`config.mk`:
```
export PLATFORM = sky130hd
export DESIGN_NAME = fft_wr_sched_flat
export DESIGN_NICKNAME = d
export VERILOG_FILES = /design/src/rtl/fft_wr_sched_if.sv /design/src/rtl/fft_wr_sched.sv /design/src/flat_wrapper.sv
export SDC_FILE = /design/constraint.sdc
export NUM_CORES = 1
export LEC_CHECK = 0
export ABC_AREA = 1
export BUFFER_PORTS_ARGS = -buffer_cell sky130_fd_sc_hd__buf_2
export CAP_MARGIN = 10
export CORE_ASPECT_RATIO = 0.7
export CORE_MARGIN = 10
export CORE_UTILIZATION = 23
export CTS_BUF_LIST = sky130_fd_sc_hd__clkbuf_16
export CTS_CLUSTER_DIAMETER = 80
export CTS_CLUSTER_SIZE = 24
export DETAILED_ROUTE_END_ITERATION = 16
export GPL_TIMING_DRIVEN = 1
export PLACE_DENSITY = 0.35
export RECOVER_POWER = 25
export SLEW_MARGIN = 20
export SYNTH_ARGS = -nofsm -noshare
export SYNTH_HDL_FRONTEND = slang
export SYNTH_SLANG_ARGS = --single-unit
export TNS_END_PERCENT = 50
```
`constraint.sdc`:
```
create_clock -name clk -period 1.95 [get_ports clk]
set_input_delay 0.0975 -clock clk [delete_from_list [all_inputs] [get_ports clk]]
set_output_delay 0.0975 -clock clk [all_outputs]
set_load 0.02 [all_outputs]
```
`src/rtl/fft_wr_sched_if.sv`:
```
// Port bundle between the FFT write-path sequencer (master) and the two-bank BRAM datapath.
interface fft_wr_sched_if #(
  parameter int N_LOG2 = 4,
  parameter int AW     = N_LOG2 - 1
);
  // ext_valid/ext_ready: a sample transfers in any cycle where both are high; dropping ext_valid stalls with no write.
  logic              start;
  logic              busy;
  logic              done;
  logic              ext_valid;
  logic              ext_ready;
  logic              en_REG_WR;
  logic              sel_din;
  logic              sel_wr_bank;
  logic              sel_wr_swap;
  logic              we_bank0;
  logic              we_bank1;
  logic [AW-1:0]     wr_addr_bank0;
  logic [AW-1:0]     wr_addr_bank1;
  logic              rd_en;
  logic [AW-1:0]     rd_addr_bank0;
  logic [AW-1:0]     rd_addr_bank1;
  logic              rd_swap;
  logic [N_LOG2-2:0] tw_idx;

  modport master (
    input  start, ext_valid,
    output busy, done, ext_ready, en_REG_WR, sel_din, sel_wr_bank, sel_wr_swap,
           we_bank0, we_bank1, wr_addr_bank0, wr_addr_bank1,
           rd_en, rd_addr_bank0, rd_addr_bank1, rd_swap, tw_idx
  );

  modport slave (
    output start, ext_valid,
    input  busy, done, ext_ready, en_REG_WR, sel_din, sel_wr_bank, sel_wr_swap,
           we_bank0, we_bank1, wr_addr_bank0, wr_addr_bank1,
           rd_en, rd_addr_bank0, rd_addr_bank1, rd_swap, tw_idx
  );
endinterface

```
`src/rtl/fft_wr_sched.sv`:
```
// Load/issue/drain sequencer for the two-bank radix-2 DIF FFT memory: parity-mapped sample load,
// one butterfly read per cycle, and a latency-matched tracking pipe that drives the result writes.
module fft_wr_sched #(
  parameter int N_LOG2 = 4,
  parameter int AW     = N_LOG2 - 1,
  parameter int BF_LAT = 3
) (
  input  logic           clk,
  input  logic           rst,
  fft_wr_sched_if.master io,
  output logic [2:0]     state_dbg
);
  localparam int N     = 1 << N_LOG2;
  localparam int DEPTH = BF_LAT + 2;
  localparam int SW    = $clog2(N_LOG2);

  typedef enum logic [2:0] {
    S_IDLE  = 3'd0,
    S_LOAD  = 3'd1,
    S_ISSUE = 3'd2,
    S_DRAIN = 3'd3,
    S_DONE  = 3'd4
  } state_t;

  state_t state, state_nxt;

  logic [N_LOG2-1:0] n_cnt;
  logic [AW-1:0]     b_cnt;
  logic [SW-1:0]     s_cnt;
  logic [3:0]        d_cnt;

  logic accept, last_n, last_b, last_d, last_s, par_n;

  assign state_dbg = state;
  assign accept    = (state == S_LOAD) && io.ext_valid;
  assign last_n    = &n_cnt;
  assign last_b    = &b_cnt;
  assign last_d    = (d_cnt == 4'(DEPTH - 1));
  assign last_s    = (s_cnt == SW'(N_LOG2 - 1));
  assign par_n     = ^n_cnt;

  // Butterfly operand indices: i keeps b's low (b mod h) bits and shifts the group number up one place.
  logic [N_LOG2-1:0] h_full, idx_i;
  logic [AW-1:0]     mask, b_lo, b_hi, i_addr, j_addr, tw;
  logic              par_i;

  assign h_full = N_LOG2'(N / 2) >> s_cnt;
  assign mask   = h_full[AW-1:0] - AW'(1);
  assign b_lo   = b_cnt & mask;
  assign b_hi   = b_cnt & ~mask;
  assign idx_i  = {b_hi, 1'b0} | {1'b0, b_lo};
  assign par_i  = ^idx_i;
  assign i_addr = idx_i[N_LOG2-1:1];
  assign j_addr = i_addr | h_full[N_LOG2-1:1];
  assign tw     = b_lo << s_cnt;

  // Tracking pipe: slot k holds the butterfly read k+1 cycles ago.
  logic [DEPTH-1:0] pv, pp;
  logic [AW-1:0]    pia [DEPTH];
  logic [AW-1:0]    pja [DEPTH];

  always_ff @(posedge clk) begin
    if (rst) begin
      pv <= '0;
      pp <= '0;
      for (int k = 0; k < DEPTH; k++) begin
        pia[k] <= '0;
        pja[k] <= '0;
      end
    end else begin
      pv     <= {pv[DEPTH-2:0], state == S_ISSUE};
      pp     <= {pp[DEPTH-2:0], par_i};
      pia[0] <= i_addr;
      pja[0] <= j_addr;
      for (int k = 1; k < DEPTH; k++) begin
        pia[k] <= pia[k-1];
        pja[k] <= pja[k-1];
      end
    end
  end

  logic          wb_v, wb_p;
  logic [AW-1:0] wb_ia, wb_ja;

  assign wb_v  = pv[DEPTH-1];
  assign wb_p  = pp[DEPTH-1];
  assign wb_ia = pia[DEPTH-1];
  assign wb_ja = pja[DEPTH-1];

  always_ff @(posedge clk) begin
    if (rst) begin
      state <= S_IDLE;
    end else begin
      state <= state_nxt;
    end
  end

  always_comb begin
    state_nxt = state;
    case (state)
      S_IDLE:  if (io.start) state_nxt = S_LOAD;
      S_LOAD:  if (accept && last_n) state_nxt = S_ISSUE;
      S_ISSUE: if (last_b) state_nxt = S_DRAIN;
      S_DRAIN: if (last_d) state_nxt = last_s ? S_DONE : S_ISSUE;
      S_DONE:  state_nxt = S_IDLE;
      default: state_nxt = S_IDLE;
    endcase
  end

  // b wraps to 0 on its last value, so each stage restarts without an explicit clear.
  always_ff @(posedge clk) begin
    if (rst) begin
      n_cnt <= '0;
      b_cnt <= '0;
      s_cnt <= '0;
      d_cnt <= '0;
    end else begin
      case (state)
        S_IDLE: begin
          n_cnt <= '0;
          b_cnt <= '0;
          s_cnt <= '0;
          d_cnt <= '0;
        end
        S_LOAD:  if (accept) n_cnt <= n_cnt + 1'b1;
        S_ISSUE: b_cnt <= b_cnt + 1'b1;
        S_DRAIN: begin
          if (last_d) begin
            d_cnt <= '0;
            s_cnt <= s_cnt + 1'b1;
          end else begin
            d_cnt <= d_cnt + 1'b1;
          end
        end
        default: ;
      endcase
    end
  end

  always_comb begin
    io.busy          = (state != S_IDLE);
    io.done          = (state == S_DONE);
    io.ext_ready     = 1'b0;
    io.en_REG_WR     = pv[BF_LAT];
    io.sel_din       = 1'b0;
    io.sel_wr_bank   = 1'b0;
    io.sel_wr_swap   = 1'b0;
    io.we_bank0      = 1'b0;
    io.we_bank1      = 1'b0;
    io.wr_addr_bank0 = '0;
    io.wr_addr_bank1 = '0;
    io.rd_en         = 1'b0;
    io.rd_addr_bank0 = '0;
    io.rd_addr_bank1 = '0;
    io.rd_swap       = 1'b0;
    io.tw_idx        = '0;

    if (wb_v) begin
      io.we_bank0    = 1'b1;
      io.we_bank1    = 1'b1;
      io.sel_wr_swap = ~wb_p;
      if (wb_p) begin
        io.wr_addr_bank1 = wb_ia;
        io.wr_addr_bank0 = wb_ja;
      end else begin
        io.wr_addr_bank0 = wb_ia;
        io.wr_addr_bank1 = wb_ja;
      end
    end

    case (state)
      S_LOAD: begin
        io.ext_ready = 1'b1;
        io.sel_din   = 1'b1;
        if (io.ext_valid) begin
          io.sel_wr_bank = par_n;
          io.we_bank1    = par_n;
          io.we_bank0    = ~par_n;
          if (par_n) io.wr_addr_bank1 = n_cnt[N_LOG2-1:1];
          else       io.wr_addr_bank0 = n_cnt[N_LOG2-1:1];
        end
      end
      S_ISSUE: begin
        io.rd_en   = 1'b1;
        io.rd_swap = par_i;
        io.tw_idx  = tw;
        if (par_i) begin
          io.rd_addr_bank1 = i_addr;
          io.rd_addr_bank0 = j_addr;
        end else begin
          io.rd_addr_bank0 = i_addr;
          io.rd_addr_bank1 = j_addr;
        end
      end
      default: ;
    endcase
  end
endmodule

```
`src/flat_wrapper.sv`:
```
// flat-port wrapper written by rule: the top's interface ports become plain ports
module fft_wr_sched_flat 
#(
  parameter int N_LOG2 = 4,
  parameter int AW     = N_LOG2 - 1,
  parameter int BF_LAT = 3
)
  (clk, rst, state_dbg, io_start, io_ext_valid, io_busy, io_done, io_ext_ready, io_en_REG_WR, io_sel_din, io_sel_wr_bank, io_sel_wr_swap, io_we_bank0, io_we_bank1, io_wr_addr_bank0, io_wr_addr_bank1, io_rd_en, io_rd_addr_bank0, io_rd_addr_bank1, io_rd_swap, io_tw_idx);
  fft_wr_sched_if #(.N_LOG2(N_LOG2), .AW(AW)) io_i ();
  input  logic clk;
  input  logic rst;
  output logic [2:0] state_dbg;
  input wire logic [$bits(io_i.start)-1:0] io_start;
  input wire logic [$bits(io_i.ext_valid)-1:0] io_ext_valid;
  output wire logic [$bits(io_i.busy)-1:0] io_busy;
  output wire logic [$bits(io_i.done)-1:0] io_done;
  output wire logic [$bits(io_i.ext_ready)-1:0] io_ext_ready;
  output wire logic [$bits(io_i.en_REG_WR)-1:0] io_en_REG_WR;
  output wire logic [$bits(io_i.sel_din)-1:0] io_sel_din;
  output wire logic [$bits(io_i.sel_wr_bank)-1:0] io_sel_wr_bank;
  output wire logic [$bits(io_i.sel_wr_swap)-1:0] io_sel_wr_swap;
  output wire logic [$bits(io_i.we_bank0)-1:0] io_we_bank0;
  output wire logic [$bits(io_i.we_bank1)-1:0] io_we_bank1;
  output wire logic [$bits(io_i.wr_addr_bank0)-1:0] io_wr_addr_bank0;
  output wire logic [$bits(io_i.wr_addr_bank1)-1:0] io_wr_addr_bank1;
  output wire logic [$bits(io_i.rd_en)-1:0] io_rd_en;
  output wire logic [$bits(io_i.rd_addr_bank0)-1:0] io_rd_addr_bank0;
  output wire logic [$bits(io_i.rd_addr_bank1)-1:0] io_rd_addr_bank1;
  output wire logic [$bits(io_i.rd_swap)-1:0] io_rd_swap;
  output wire logic [$bits(io_i.tw_idx)-1:0] io_tw_idx;
  assign io_i.start = io_start;
  assign io_i.ext_valid = io_ext_valid;
  assign io_busy = io_i.busy;
  assign io_done = io_i.done;
  assign io_ext_ready = io_i.ext_ready;
  assign io_en_REG_WR = io_i.en_REG_WR;
  assign io_sel_din = io_i.sel_din;
  assign io_sel_wr_bank = io_i.sel_wr_bank;
  assign io_sel_wr_swap = io_i.sel_wr_swap;
  assign io_we_bank0 = io_i.we_bank0;
  assign io_we_bank1 = io_i.we_bank1;
  assign io_wr_addr_bank0 = io_i.wr_addr_bank0;
  assign io_wr_addr_bank1 = io_i.wr_addr_bank1;
  assign io_rd_en = io_i.rd_en;
  assign io_rd_addr_bank0 = io_i.rd_addr_bank0;
  assign io_rd_addr_bank1 = io_i.rd_addr_bank1;
  assign io_rd_swap = io_i.rd_swap;
  assign io_tw_idx = io_i.tw_idx;
  fft_wr_sched #(.N_LOG2(N_LOG2), .AW(AW), .BF_LAT(BF_LAT)) u_core (.clk(clk), .rst(rst), .io(io_i), .state_dbg(state_dbg));
endmodule
```
==> results.md, run 1 <==
| Metric | Reported |
| --- | --- |
| Result of the run | finished, final reports clean |
| Effective utilization at floorplan | 24.0% |
| Buffer cell driving the clock tree root | clkbuf_16 |
| Met2 track utilization from global routing | 12.1% |
| Placed wire-length estimate after detailed placement | 4410 um |
| Power per cell area | 1030 nW/um^2 |
| Number of placement rows | 31 |
| Clock-pin slew on the worst setup and hold paths | 70 ps |
| Mean number of vias per cell | 3.94 |
| Number of top-level pins | 33 |
| Capturing instance or port of the critical path | io_rd_addr_bank0[0] |
| Pre-Repair DR Iteration Count | 4 |
| Ratio of cells with drive above 1 in the final layout | 27.4% |
| Final min period | 1890 ps |
| Vias in the first global route | 2159 |
| Number of clock buffers inserted by TritonCTS | 5 |
| Final standard cell count with taps included and fillers excluded | 539 |
| Post-layout utilization of the core | 31.2% |
| Width of the die | 145 um |
| TritonCTS clock tree | done |
| Yosys warns | 0 |
| Setup slack at placement | 6.89 ps |
| Mapped Cells | 345 |
| Met1 track demand over resource in global routing | 10.9% |
| Fmax achieved | 530 MHz |
| Die H | 108 um |
| GP Congestion | 0.801 |
| Maximum resistive drop on vdd | 351 uV |
| # port buffers | 32 |
| Critical path cell sequence | ha_4, inv_2, nand2_2, nand2_2, nand3_1, nand2_2, nand3_2, nand3_1, nand2_1, inv_1, buf_4 |
| All-layer global routing usage | 8.11% |
| Overflow after GRT | 0 |
| CP Launch Type | flip-flop |
| Fraction of post-synthesis cell area in the top cell type by area | 44.5% |
| Detail-routed net length per standard cell | 11.5 um |
| Cell type with the largest total area after synthesis | dfxtp_1 |
| Total vias in the final route | 2124 |
| Synthesized netlist net count | 361 |
| Pin slew with the least headroom to its limit | 956 ps |
| Critical setup path kind | reg -> out |
| Insertion delay of the later-clocked pin in the worst-skew pair | 290 ps |
| Post-synth EDFFs | 0 |
| DRT antenna net count | 0 |
| Syn avg cell area | 7.30 um^2 |
| Number of antenna violations at the first check in global routing | 0 |
| Clock tree buffer depth | 2 |
| NumNets Final | 406 |
| Maximum capacitance violations | 0 |
| Final-report setup violation count | 0 |
| Count of clock tree sinks | 56 |
| Primary FF master, synth | dfxtp_1 |
| Portion of the post-synthesis area used by sequential elements | 44.5% |
| Number of DRC markers after the initial detailed-route iteration | 108 |
| Most frequently used cell type in the post-synthesis netlist | inv_1 |
| Setup Skew | 4.65 ps |
| Post-synthesis sequential element count | 56 |
| Synthesis-to-finish area growth | 30.4% |
| Endpoint type of the worst setup path | output port |
| Biggest fanout along the worst timing path | 5 |
| Drc violations | 0 |
| First-pass GRT wire length | 10500 um |
| Cell count after placement | 523 |
| Number of unique standard cell types used by synthesis | 32 |
| Standard cell core area | 10500 um^2 |
| Max_slew headroom | 36.3% |
| Endpoint of the most critical register-to-register path | u_core.s_cnt[1] |
| Post-synth top cells | 72 x inv_1, 56 x dfxtp_1, 55 x nor2_1 |
| Setup slack of the most critical reg-to-reg path | 390 ps |
| Largest net degree at the start of global routing | 46 |
| Final period utilization | 96.7% |
| Setup repair after global routing missed its margin | true |
| Post-synth ARST share | 0% |
| # H-tree levels | 2 |
| R2R Path Start | u_core.state_dbg[0] |
| Worst setup startpoint | u_core.s_cnt[1] |
| Cell types with the largest area share after synthesis | dfxtp_1 45%, inv_1 11%, nor2_1 8.2%, nand2_1 8.0%, ha_1 6.0% |
| Dominant cell type by count on the critical path | nand2_2 |
| Fin. max-slew vios | 0 |
| Die area | 15600 um^2 |
| CP Data Arrival Time | 1790 ps |
| Classification of the worst-slack hold path | in -> reg |
| Fin worst setup slack | 63.9 ps |
| Required time of the critical path | 1850 ps |
| Area of the mapped netlist | 2520 um^2 |
| Count of endpoints failing hold in the final timing report | 0 |
| Number of diodes added for antenna fixing | 0 |
| Longest individual stage delay on the worst path | 380 ps |
| Total of fill cells in the finished design | 1171 |
| Leakage power figure | 0.00148 uW |
| Slowest cell on the critical path | dfxtp_4 |
| GR Util met3 | 2.06% |
| Grt peak-use layer | met2 |
| R2R cell count | 7 |
| Total detailed-routing wirelength | 6220 um |
[worst min path at each step]
stage	from	to	cells past startpoint
6_report	io_start	u_core.state_dbg[1]	5
5_1_grt	io_start	u_core.state_dbg[1]	5
4_1_cts	io_start	u_core.state_dbg[1]	5
3_5_place_dp	u_core.pja[0][0]	u_core.pja[1][0]	2
3_3_place_gp	u_core.pja[1][0]	u_core.pja[2][0]	2
2_1_floorplan	io_start	u_core.state_dbg[1]	4
[repair_timing]
action / CTS / global route
setup buffers: 2 / 6
endpoints found under the setup margin: 12 / 10
hold buffers: 0 / 0
resized for setup: 22 / 47
pin swaps: 2 / 8
[area by class of cell]
cell class / instances / area [um^2] / share of cell area [%]
Multi-Input combinational cell: 202 / 1230 / 37.6
Sequential cell: 56 / 1130 / 34.4
Clock buffer: 5 / 125 / 3.81
Timing Repair Buffer: 45 / 283 / 8.61
Clock inverter: 3 / 15.0 / 0.457
Inverter: 80 / 310 / 9.45
Tap cell: 148 / 185 / 5.64
[registers in the layout, indices dropped and copies added, names as in the netlist]
signal and count:
u_core.pia 15, u_core.pja 15, u_core.pp 5, u_core.pv 5, u_core.d_cnt 4, u_core.n_cnt 4
u_core.b_cnt 3, u_core.state_dbg 3, u_core.s_cnt 2
[cells in the final DEF, fill, tap and decap left out, drive strengths merged, types with 2 or more instances in the layout]
cell type  instances
a211oi             2
o2111ai            4
a32o               2
nand3             22
o21ai             17
a21oi             16
nand2             55
dfxtp             56
inv               80
clkinv             2
clkbuf             6
buf               44
nor3               6
ha                12
or2                2
nor2              58
[through the flow]
stage | power [uW] | hold WS [ps] | setup TNS [ps] | area [um^2]
after global routing | 3650 | 226 | -212 | 3280
final | 3390 | 216 | 0 | 3280
after floorplan | 2100 | 354 | 0 | 2520
after detailed placement | 2420 | 393 | 0 | 2860
after CTS | 3330 | 199 | 0 | 3070
after global placement | 2430 | 390 | 0 | 2860
[logic make-up after synthesis]
logic type / count (synthesis) / synth area share, %
fa+ha+maj: 12 / 5.96
compound gates: 44 / 10.5
flops: 56 / 44.5
xor+xnor: 2 / 0.696
buf+inv: 87 / 13.4
simple gates: 144 / 24.9
[power breakdown]
group | switching (uW) | total (uW) | internal [uW]
clock | 401 | 869 | 468
sequential | 58.2 | 1280 | 1220
combinational | 840 | 1240 | 399
[critical path: cells and delay by family, from the launching register on]
family        cells  cell delay, ps
simple gates      7             650
flops             1             380
buf+inv           3             260
fa+ha+maj         1             190
[metal layers]
layer	wire length, um	vias up
met5	0	-
met4	102	0
met3	252	9
met2	2520	38
met1	3350	934
li1	-	1143
Power figures use the tool's default switching activity.
==> run 2: changes to the inputs <==
--- a/config.mk
+++ b/config.mk
@@ -16,8 +16,9 @@
 export CTS_CLUSTER_SIZE = 24
 export DETAILED_ROUTE_END_ITERATION = 16
 export GPL_TIMING_DRIVEN = 1
-export PLACE_DENSITY = 0.35
+export PLACE_DENSITY_LB_ADDON = 0.3
 export RECOVER_POWER = 25
+export REMOVE_ABC_BUFFERS = 1
 export SLEW_MARGIN = 20
 export SYNTH_ARGS = -nofsm -noshare
 export SYNTH_HDL_FRONTEND = slang
==> run 2 against run 1 <==
Net effect:
- utilization is 0.73 points lower
- cell count down 0.56%
- worst setup slack gained 2.7 ps
- sequential share of layout area rose by 0.78 points
- clock power is 3.5% lower
- fmax rose by 0.15%
- routed wire length down 7.6%
- largest cell class unchanged
==> results.md, run 2 (synthesis gave the netlist of run 1 again) <==
| Metric | Reported | Change |
| --- | --- | --- |
| Final standard cell count with taps included and fillers excluded | 536 | was 539 |
| Cell count after placement | 522 | was 523 |
| Total detailed-routing wirelength | 5750 um | was 6220 um |
| Overflow after GRT | 0 | unchanged |
| Met1 layer wirelength in the final routing | 3190 um | was 3350 um |
| Post-layout utilization of the core | 30.5% | was 31.2% |
| Number of clock buffers inserted by TritonCTS | 5 | unchanged |
| Commonest non-fill, non-tap cell in the layout | inv_1 | unchanged |
| Biggest fanout along the worst timing path | 5 | unchanged |
| Drc violations | 0 | unchanged |
| NumNets Final | 403 | was 406 |
| Fin. max-slew vios | 0 | unchanged |
| CP Data Arrival Time | 1790 ps | about the same |
| Die area | 15600 um^2 | unchanged |
| Maximum capacitance violations | 0 | unchanged |
| Width of the die | 145 um | unchanged |
| Count of clock tree sinks | 56 | unchanged |
| Max_slew headroom | 38.5% | was 36.3% |
| Largest registers | u_core.pia: 15 flops, u_core.pja: 15 flops | unchanged |
| Vias in the first global route | 2010 | was 2159 |
| Leading cell types in the layout, fill and taps excluded | 66 x inv_1, 54 x dfxtp_1, 53 x nor2_1, 41 x nand2_1, 27 x buf_2 | was 66 x inv_1, 53 x nor2_1, 53 x dfxtp_1, 41 x nand2_1, 24 x buf_2 |
| Critical setup path kind | reg -> out | unchanged |
| Number of diodes added for antenna fixing | 0 | unchanged |
| Final min period | 1880 ps | was 1890 ps |
| CP Launch Type | flip-flop | unchanged |
| TritonCTS clock tree | done | unchanged |
| Endpoint type of the worst setup path | output port | unchanged |
| Hold-fix buffer count after cts | 0 | unchanged |
| Setup Skew | 3.42 ps | was 4.65 ps |
| Placed wire-length estimate after detailed placement | 4220 um | was 4410 um |
| Clock-pin slew on the worst setup and hold paths | 70 ps | about the same |
| Final Total Pwr | 3320 uW | was 3390 uW |
| # port buffers | 32 | unchanged |
| All-layer global routing usage | 7.16% | was 8.11% |
| Number of placement rows | 31 | unchanged |
| Mean number of vias per cell | 3.99 | was 3.94 |
| Die H | 108 um | unchanged |
| Required time of the critical path | 1850 ps | about the same |
| Result of the run | finished, final reports clean | unchanged |
| Effective utilization at floorplan | 24.0% | unchanged |
| Combined area of the multi-input logic cells | 1200 um^2 | was 1230 um^2 |
| GP Congestion | 0.840 | was 0.801 |
| Leakage power figure | 0.00145 uW | was 0.00148 uW |
| DRT antenna net count | 0 | unchanged |
| First-pass GRT wire length | 9410 um | was 10500 um |
| Standard cell core area | 10500 um^2 | unchanged |
| Final-report setup violation count | 0 | unchanged |
| Classification of the worst-slack hold path | in -> reg | unchanged |
| Number of top-level pins | 33 | unchanged |
| Insertion delay of the later-clocked pin in the worst-skew pair | 280 ps | was 290 ps |
| # H-tree levels | 2 | unchanged |
| Power per cell area | 1040 nW/um^2 | was 1030 nW/um^2 |
| Met3 routed wirelength | 345 um | was 252 um |
| Total vias in the final route | 2137 | was 2124 |
| Count of endpoints failing hold in the final timing report | 0 | unchanged |
| Pre-Repair DR Iteration Count | 4 | unchanged |
| Number of antenna violations at the first check in global routing | 0 | unchanged |
| Largest net degree at the start of global routing | 46 | unchanged |
| Buffer cell driving the clock tree root | clkbuf_16 | unchanged |
| Fmax achieved | 531 MHz | was 530 MHz |
| Sum of negative setup slack | 0 ps | unchanged |
| Synthesis-to-finish area growth | 27.3% | was 30.4% |
| Clock tree buffer depth | 2 | unchanged |
| Setup repair after global routing missed its margin | true | unchanged |
| Total of fill cells in the finished design | 1155 | was 1171 |
| Pin slew with the least headroom to its limit | 922 ps | was 956 ps |
| Ratio of cells with drive above 1 in the final layout | 25.5% | was 27.4% |
| Number of DRC markers after the initial detailed-route iteration | 108 | unchanged |
| Final period utilization | 96.6% | was 96.7% |
| Sequential cell area in the final layout | 1130 um^2 | about the same |
| Maximum resistive drop on vdd | 424 uV | was 351 uV |
| Detail-routed net length per standard cell | 10.7 um | was 11.5 um |
| Top layer reached by signal wires | met4 | unchanged |
| WL met2 | 2140 um | was 2520 um |
[run 2: cell count changes in the layout (fill, tap and decap cells not counted), moves of 2 or more]
| cell | change |
|---|---|
| buf_2 | +3 |
| nand3_2 | -2 |
| nand3_1 | +3 |
| buf_4 | -6 |
[run 2: worst paths after layout]
path                  startpoint                   to  slack, ps  depth (start not counted)
max              u_core.s_cnt[0]  io_rd_addr_bank1[2]         70                         12
min                     io_start  u_core.state_dbg[1]        220                          5
max reg2reg  u_core.state_dbg[0]      u_core.s_cnt[1]        380                          7
min reg2reg     u_core.pja[2][2]     u_core.pja[3][2]        400                          2
[run 2: area by class of cell]
class                   count  share of cell area (%)
repair buffers             42                    7.65
clock inverters             3                   0.468
clock buffers               5                    3.90
multi-input cells         202                    37.5
inverters                  80                    9.52
well taps                 148                    5.77
flip-flops and latches     56                    35.2
[run 2: worst max-delay path: stages (launching register included)]
cell and delay, ps:
dfxtp_4 380, inv_4 50, ha_4 170, inv_4 60, nand2_2 80, nand3_4 120, nand2_4 80, nand2_2 100
nand3_4 100, nand3_1 100, nand2_1 60, inv_1 50, buf_2 150
[run 2: where the power goes]
part | switching [uW] | total, uW | internal (uW)
clock | 372 | 839 | 467
combinational | 826 | 1200 | 373
sequential | 58.9 | 1280 | 1220
[run 2: metal layers]
| layer | up-vias | track usage [%] |
|---|---|---|
| li1 | 1138 | - |
| met1 | 948 | 10.3 |
| met2 | 47 | 9.71 |
| met3 | 4 | 1.93 |
| met4 | 0 | 2.88 |
| met5 | - | 0 |
[run 2: repair_timing]
| action | in CTS | in global routing |
|---|---|---|
| pin swaps | 2 | 10 |
| setup endpoints to repair | 11 | 10 |
| setup buffers | 1 | 5 |
| gates resized for setup | 19 | 35 |
[run 2: metrics by stage]
stage                     hold WS [ps]  worst slack [ps]  area (um^2)
after floorplan                    167               224         2480
after global placement             390              97.1         2860
after detailed placement           392              42.1         2860
after CTS                          204              2.47         3060
after global routing               222             -32.5         3210
final                              217              66.6         3210
